--- config.mk ---
export PLATFORM = sky130hd
export DESIGN_NAME = control_sequencer
export DESIGN_NICKNAME = d
export VERILOG_FILES = /design/src/rtl/control_sequencer.sv
export SDC_FILE = /design/constraint.sdc
export NUM_CORES = 1
export LEC_CHECK = 0
export ABC_AREA = 1
export CAP_MARGIN = 20
export CORE_MARGIN = 2
export CORE_UTILIZATION = 40
export CTS_CLUSTER_DIAMETER = 50
export CTS_CLUSTER_SIZE = 12
export DETAILED_ROUTE_END_ITERATION = 7
export PLACE_DENSITY = 0.82
export SYNTH_ARGS = -nofsm -noshare
export SYNTH_HDL_FRONTEND = slang
export SYNTH_SLANG_ARGS = --single-unit
--- constraint.sdc ---
create_clock -name clk -period 2 [get_ports clk]
set_clock_uncertainty 0.1 [all_clocks]
set_input_delay 0.3 -clock clk [delete_from_list [all_inputs] [get_ports clk]]
set_output_delay 0.3 -clock clk [all_outputs]
set_load 0.02 [all_outputs]
--- src/rtl/control_sequencer.sv ---
// control_sequencer: micro-step sequencer (T0-T4) for the 8-bit shared-bus CPU.
// Decodes step, opcode and ALU flags into bus-enable and load strobes; at most
// one bus driver is enabled in any cycle.
// Optional feature: define SEQ_EARLY_RESET_EN to return to T0 right after the
// last strobe-carrying step of each instruction instead of idling to T4.
module control_sequencer (
  input  logic       clk,
  input  logic       reset,
  input  logic       step_en,
  input  logic [3:0] opcode,
  input  logic       flag_c,
  input  logic       flag_z,
  output logic       pc_out,
  output logic       ram_out,
  output logic       ir_out,
  output logic       a_out,
  output logic       alu_out,
  output logic       mar_load,
  output logic       ram_load,
  output logic       ir_load,
  output logic       a_load,
  output logic       b_load,
  output logic       out_load,
  output logic       pc_load,
  output logic       flags_load,
  output logic       pc_inc,
  output logic       alu_sub,
  output logic       halted,
  output logic [2:0] step
);

  localparam int unsigned StepW = 3;

  typedef enum logic [StepW-1:0] {
    T0 = 3'd0,
    T1 = 3'd1,
    T2 = 3'd2,
    T3 = 3'd3,
    T4 = 3'd4
  } step_e;

  typedef enum logic [3:0] {
    OP_NOP = 4'h0,
    OP_LDA = 4'h1,
    OP_ADD = 4'h2,
    OP_SUB = 4'h3,
    OP_STA = 4'h4,
    OP_LDI = 4'h5,
    OP_JMP = 4'h6,
    OP_JC  = 4'h7,
    OP_JZ  = 4'h8,
    OP_OUT = 4'hE,
    OP_HLT = 4'hF
  } op_e;

  step_e step_q, step_d;
  logic  halted_q, halted_d;
  logic  active;
  step_e last_step;

  // State register: step counter and sticky halt bit.
  always_ff @(posedge clk) begin
    if (reset) begin
      step_q   <= T0;
      halted_q <= 1'b0;
    end else begin
      step_q   <= step_d;
      halted_q <= halted_d;
    end
  end

  // Control word decode and next-state computation.
  always_comb begin
    pc_out     = 1'b0;
    ram_out    = 1'b0;
    ir_out     = 1'b0;
    a_out      = 1'b0;
    alu_out    = 1'b0;
    mar_load   = 1'b0;
    ram_load   = 1'b0;
    ir_load    = 1'b0;
    a_load     = 1'b0;
    b_load     = 1'b0;
    out_load   = 1'b0;
    pc_load    = 1'b0;
    flags_load = 1'b0;
    pc_inc     = 1'b0;
    alu_sub    = 1'b0;
    step_d     = step_q;
    halted_d   = halted_q;
    last_step  = T4;

    active = !reset && step_en && !halted_q;

`ifdef SEQ_EARLY_RESET_EN
    // Last step that carries strobes; the counter wraps right after it.
    case (opcode)
      OP_LDI, OP_JMP, OP_JC, OP_JZ, OP_OUT: last_step = T2;
      OP_LDA, OP_STA:                       last_step = T3;
      OP_ADD, OP_SUB, OP_HLT:               last_step = T4;
      default:                              last_step = T1;
    endcase
`else
    last_step = T4;
`endif

    if (active) begin
      case (step_q)
        T0: begin
          pc_out   = 1'b1;
          mar_load = 1'b1;
        end
        T1: begin
          ram_out = 1'b1;
          ir_load = 1'b1;
          pc_inc  = 1'b1;
        end
        T2: begin
          case (opcode)
            OP_LDA, OP_ADD, OP_SUB, OP_STA: begin
              ir_out   = 1'b1;
              mar_load = 1'b1;
            end
            OP_LDI: begin
              ir_out = 1'b1;
              a_load = 1'b1;
            end
            OP_JMP: begin
              ir_out  = 1'b1;
              pc_load = 1'b1;
            end
            OP_JC: begin
              ir_out  = flag_c;
              pc_load = flag_c;
            end
            OP_JZ: begin
              ir_out  = flag_z;
              pc_load = flag_z;
            end
            OP_OUT: begin
              a_out    = 1'b1;
              out_load = 1'b1;
            end
            default: ;
          endcase
        end
        T3: begin
          case (opcode)
            OP_LDA: begin
              ram_out = 1'b1;
              a_load  = 1'b1;
            end
            OP_ADD, OP_SUB: begin
              ram_out = 1'b1;
              b_load  = 1'b1;
              alu_sub = (opcode == OP_SUB);
            end
            OP_STA: begin
              a_out    = 1'b1;
              ram_load = 1'b1;
            end
            default: ;
          endcase
        end
        T4: begin
          if (opcode == OP_ADD || opcode == OP_SUB) begin
            alu_out    = 1'b1;
            a_load     = 1'b1;
            flags_load = 1'b1;
            alu_sub    = (opcode == OP_SUB);
          end
        end
        default: ;
      endcase

      // HLT freezes the counter at T2; otherwise advance or wrap.
      if (step_q == T2 && opcode == OP_HLT) begin
        halted_d = 1'b1;
      end else if (step_q == last_step || step_q > T4) begin
        step_d = T0;
      end else begin
        step_d = step_e'(StepW'(step_q) + StepW'(1));
      end
    end
  end

  assign halted = halted_q;
  assign step   = StepW'(step_q);

endmodule

After elaboration in Yosys (flattened, before gate mapping)

Cells that the tools add are included.

Add/subtract/negate cells: 1
Magnitude comparators: 1
Equal/unequal tests: 14
Multiplexer cells: 39
Bitwise operators: 1
Reductions and logical operators: 14

Operator list:

| cell                                                                  | count |
|---|---|
| 1-bit two-way mux                                                     | 31 |
| 4-bit by 3-bit equality test with 1-bit output, second input constant | 4 |
| 4-bit equality test, second input constant                            | 3 |
| 1-bit one-hot mux with 3 select lines                                 | 3 |
| 4-bit by 2-bit equality test with 1-bit output, second input constant | 2 |
| 1-bit one-hot mux with 2 select lines                                 | 4 |
| 3-bit by 2-bit equality test with 1-bit output, second input constant | 2 |
| 6-bit OR reduction                                                    | 1 |
| 4-bit by 1-bit equality test with 1-bit output, second input constant | 1 |
| 2-bit AND reduction                                                   | 2 |
| 4-bit OR reduction                                                    | 1 |
| 3-bit by 1-bit adder with 3-bit output, second input constant         | 1 |
| 3-bit by 1-bit equality test with 1-bit output, second input constant | 1 |
| 3-bit equality test, second input constant                            | 1 |
| 3-bit > comparator, second input constant                             | 1 |
| 1-bit logical AND                                                     | 3 |
| 3-bit logical NOT                                                     | 1 |
| 3-bit two-way mux                                                     | 1 |
| 3-bit OR reduction                                                    | 1 |
| 1-bit logical NOT                                                     | 2 |
| 1-bit logical OR                                                      | 2 |
| 2-bit OR reduction                                                    | 1 |
| 1-bit NOT                                                             | 1 |

Register bits: 4
Input bits: 9
Output and inout bits: 19
Logic and storage cells: 72

Logic depth before layout (Yosys ltp)

Depth after elaboration: 5
Depth in mapped cells: 9
Depth with buffers taken out: 9

Worst setup path before layout

No wires, ideal clock.

Path kind: register -> output
Start point: reg step_q[0], in the netlist step[0]
End point: out alu_sub
Arrival: 1.432 ns
Required time: 1.600 ns
Slack: 0.168 ns
Stages on the path, launching flop included: 5
Buffers on the path: 0
Path through: dfxtp_1 ha_1 ha_1 o21ai_1 nor3_1

Longest elaborated chain between the ends: 3
Elaborated cells between the ends (all ways): 4
Classes of those cells: eq/ne (2); mux (2)

RTL lines:

| what                                                                                  | RTL line | source |
|---|---|---|
| from (decl)                                                                           | 56       | `step_e step_q, step_d;` |
| from (signal assigned)                                                                | 67       | `step_q <= step_d;` |
| 3-bit equality test or 3-bit by 2-bit equality test with 1-bit output (tied branches) | 108      | `case (step_q)` |
| 1-bit one-hot mux with 2 select lines (*)                                             | 108      |  |
| 1-bit two-way mux (*)                                                                 | 107      | `if (active) begin` |
| to (decl)                                                                             | 27       | `output logic alu_sub,` |

Every way passes the cells marked *; elsewhere a longest branch is shown, timed or not.

Final worst setup path

Start point: in reset
End point: out alu_out

Longest elaborated chain between the ends: 4

RTL lines:

| what                            | RTL line | source |
|---|---|---|
| from (decl)                     | 8        | `input logic reset,` |
| 1-bit logical NOT               | 93       | `active = !reset && step_en && !halted_q;` |
| 1-bit logical AND (2 in series) | 93       |  |
| 1-bit two-way mux               | 107      |  |
| to (decl)                       | 17       | `output logic alu_out,` |

Every way passes these cells.

==> impl_metrics.tcl <==
set metrics [dict create \
    run_status "finished, final reports clean" \
    syn_to_final_growth_pct 72.5 \
    gp_congestion 0.804 \
    grt_pass1_wl_um 2570 \
    ios 28 \
    cp_top_family "buffers and inverters" \
    place_area_sq_um 925 \
    wl_met1_um 664 \
    fp-row-count 13 \
    rsz0062_at_grt "true" \
    cts_tree "yes" \
    grt_usage_pct 24.4 \
    synth-seq-cells 4 \
    synth.most_common_cell "nand2_1" \
    dr.pass1.iters 4 \
    power.total_mw 0.319 \
    crit_path_start "reset" \
    fillers 116 \
    synthFlopType "dfxtp_1" \
    drc 0 \
    nets 152 \
    max_cap_viol_count 0 \
    fin_hold_ws_ns 0.407 \
    placedCellCount 148 \
    wl_met2_um 961 \
    routed_wl_um 1760 \
    yosysTopAreaCellShare_pct 15.3 \
    syn_area_per_cell_sq_um 5.75 \
    holdBufCountCts 0 \
    cts_root_buf "clkbuf_4" \
    slowest_delay_ns 0.43 \
    ys_types 18 \
    routed_via_density 4.90 \
    clock_latency_ns 0.24 \
    async_flop_share_pct 0 \
    hold_viol_final 0 \
    fin_area_sq_um 902 \
    synth_common_cells "nand2_1 (17), nor2_1 (16), nand3_1 (12)" \
    max_slew.worst_pin.slew_ns 0.262 \
    synth_edf_count 0 \
    r2r-start "step[0]" \
    stdcell_count 151 \
    path_max_fanout 7 \
    ys_seq_area_share_pct 15.3 \
    min_path_type "reg -> reg" \
    synth.net_count 105 \
    die_h_um 40.2 \
    wire_per_inst_um 11.6 \
    cellPowerDensity_mw_per_mm2 354 \
    hold_start "halted" \
    critical_path.cell_chain "clkdlybuf4s50_1 -> inv_2 -> nand3_4 -> buf_4 -> nor2_1 -> dlygate4sd2_1" \
    detail_route.iter0.violations 3 \
    min_period_ns 1.96 \
    hpwl_um 1380 \
    fp.dieArea_sq_mm 0.00161 \
    netlist_top_cells_area "dfxtp_1 (15%), nand2_1 (12%), ha_1 (12%), nand3_1 (11%), nor2_1 (11%)" \
    setup_violations 0 \
    die_w_um 40.2 \
    power_leakage_nw 0.471 \
    start_util_pct 41.8 \
    relSlewSlack_pct 82.5 \
    io_buffers 27 \
    path_buf_inv 4 \
    synth_warnings 0 \
    ir_drop_v 0.000379 \
    wl_met3_um 85 \
    finish.utilization_pct 72.0 \
    yosys.area.top_type "dfxtp_1" \
    grt_overflow 0 \
    grt_pass1_vias 702 \
    numClockSinks 4 \
    cpMaxStageDelayCell "clkdlybuf4s50_1" \
    crit_required_ns 1.60 \
    criticalPathCategory "in -> out" \
    fin_crit_sh_pct 98.0 \
    htree_levels 1 \
    max_freq_mhz 510 \
    drv_slew 0 \
    ant_nets 0 \
    fp.coreArea_sq_mm 0.00125 \
    diodes 0 \
    crit_arrival_ns 1.56 \
    drive_gt1_share_pct 35.3 \
    synth_cells 91 \
    worst_setup_path_end_kind "output pin" \
    r2r_slack_ns 0.55 \
    cts_setup_buffers 0 \
    path_clk_slew_ns 0.04 \
    antenna_found_initial 0 \
    numCtsBuffers 3 \
    highest_layer "met4" \
    netlist_area_sq_um 523 \
    grt_start_max_net_pins 8 \
    vias 740 \
    cts_buffer_depth 2 \
    startpoint_type "input port" \
]
worst paths after layout:
| kind | end | depth (start not counted) |
|---|---|---|
| max | alu_out | 6 |
| max reg2reg | step[0] | 9 |
| min reg2reg | halted | 2 |
| min | halted | 2 |
cells by family (layout without fill, tap and decap cells):
kind of cell	Yosys count	in the layout	share of synthesized area (%)
and+or+nand+nor	54	54	47.8
adders and majority gates	5	5	12.0
DFF	4	4	15.3
AOI/OAI and AO/OA	11	11	11.2
buffers and inverters	17	62	13.6
cells in the final DEF (no fill, tap or decap), types with 4 or more instances in the layout:
cell and instances:
a21oi_1 5, buf_2 6, buf_4 18, clkbuf_2 5
clkdlybuf4s50_1 9, dfxtp_1 4, dlygate4sd2_1 4, ha_1 4
inv_1 9, inv_2 6, nand2_1 16, nand3_1 12
nor2_1 14, nor2_2 4
report_power, final:
part	internal [mW]	switching [mW]
clock	0.0672	0.0351
sequential	0.0834	0.00307
combinational	0.0621	0.0685
total	0.213	0.107
area by class of cell:
class	count	area, sq um	share of cell area, %
timing repair buffer	44	338	37.4
multi-input combinational	70	387	42.9
clock buffer	3	22.5	2.50
tap	15	18.8	2.08
sequential	4	80.1	8.88
inverter	15	56.3	6.24
stage by stage:
step                setup slack (ns)  TNS [ns]
finish                        0.0404         0
global route                 -0.0532    -0.102
CTS                         0.000972         0
detailed placement            -0.443     -4.93
global placement              -0.390     -4.33
floorplan                      0.168         0
worst reg2reg max path: stages, from the launching register on:
cell     delay (ns)
dfxtp_1        0.36
inv_1          0.10
ha_1           0.21
nand2_2        0.09
inv_2          0.05
buf_4          0.13
nand2_2        0.08
nand2_1        0.08
nor2_1         0.09
nor2_1         0.05
flip-flops by register name, indices dropped and copies added (netlist names):
signal  count
halted      1
step        3
per-layer routing:
| metal | up-vias | global-route usage, % |
|---|---|---|
| met5 | - | 0 |
| met4 | 0 | 21.6 |
| met3 | 6 | 1.67 |
| met2 | 26 | 48.8 |
| met1 | 325 | 20.9 |
| li1 | 383 | - |
what timing repair did:
| action | CTS | global route |
|---|---|---|
| pin swaps | 1 | 0 |
| gates resized for setup | 41 | 17 |
| cloned | 0 | 0 |
| endpoints found under the hold margin | 0 | 0 |
| endpoints found under the setup margin | 15 | 15 |
Power figures use the tool's default switching activity.
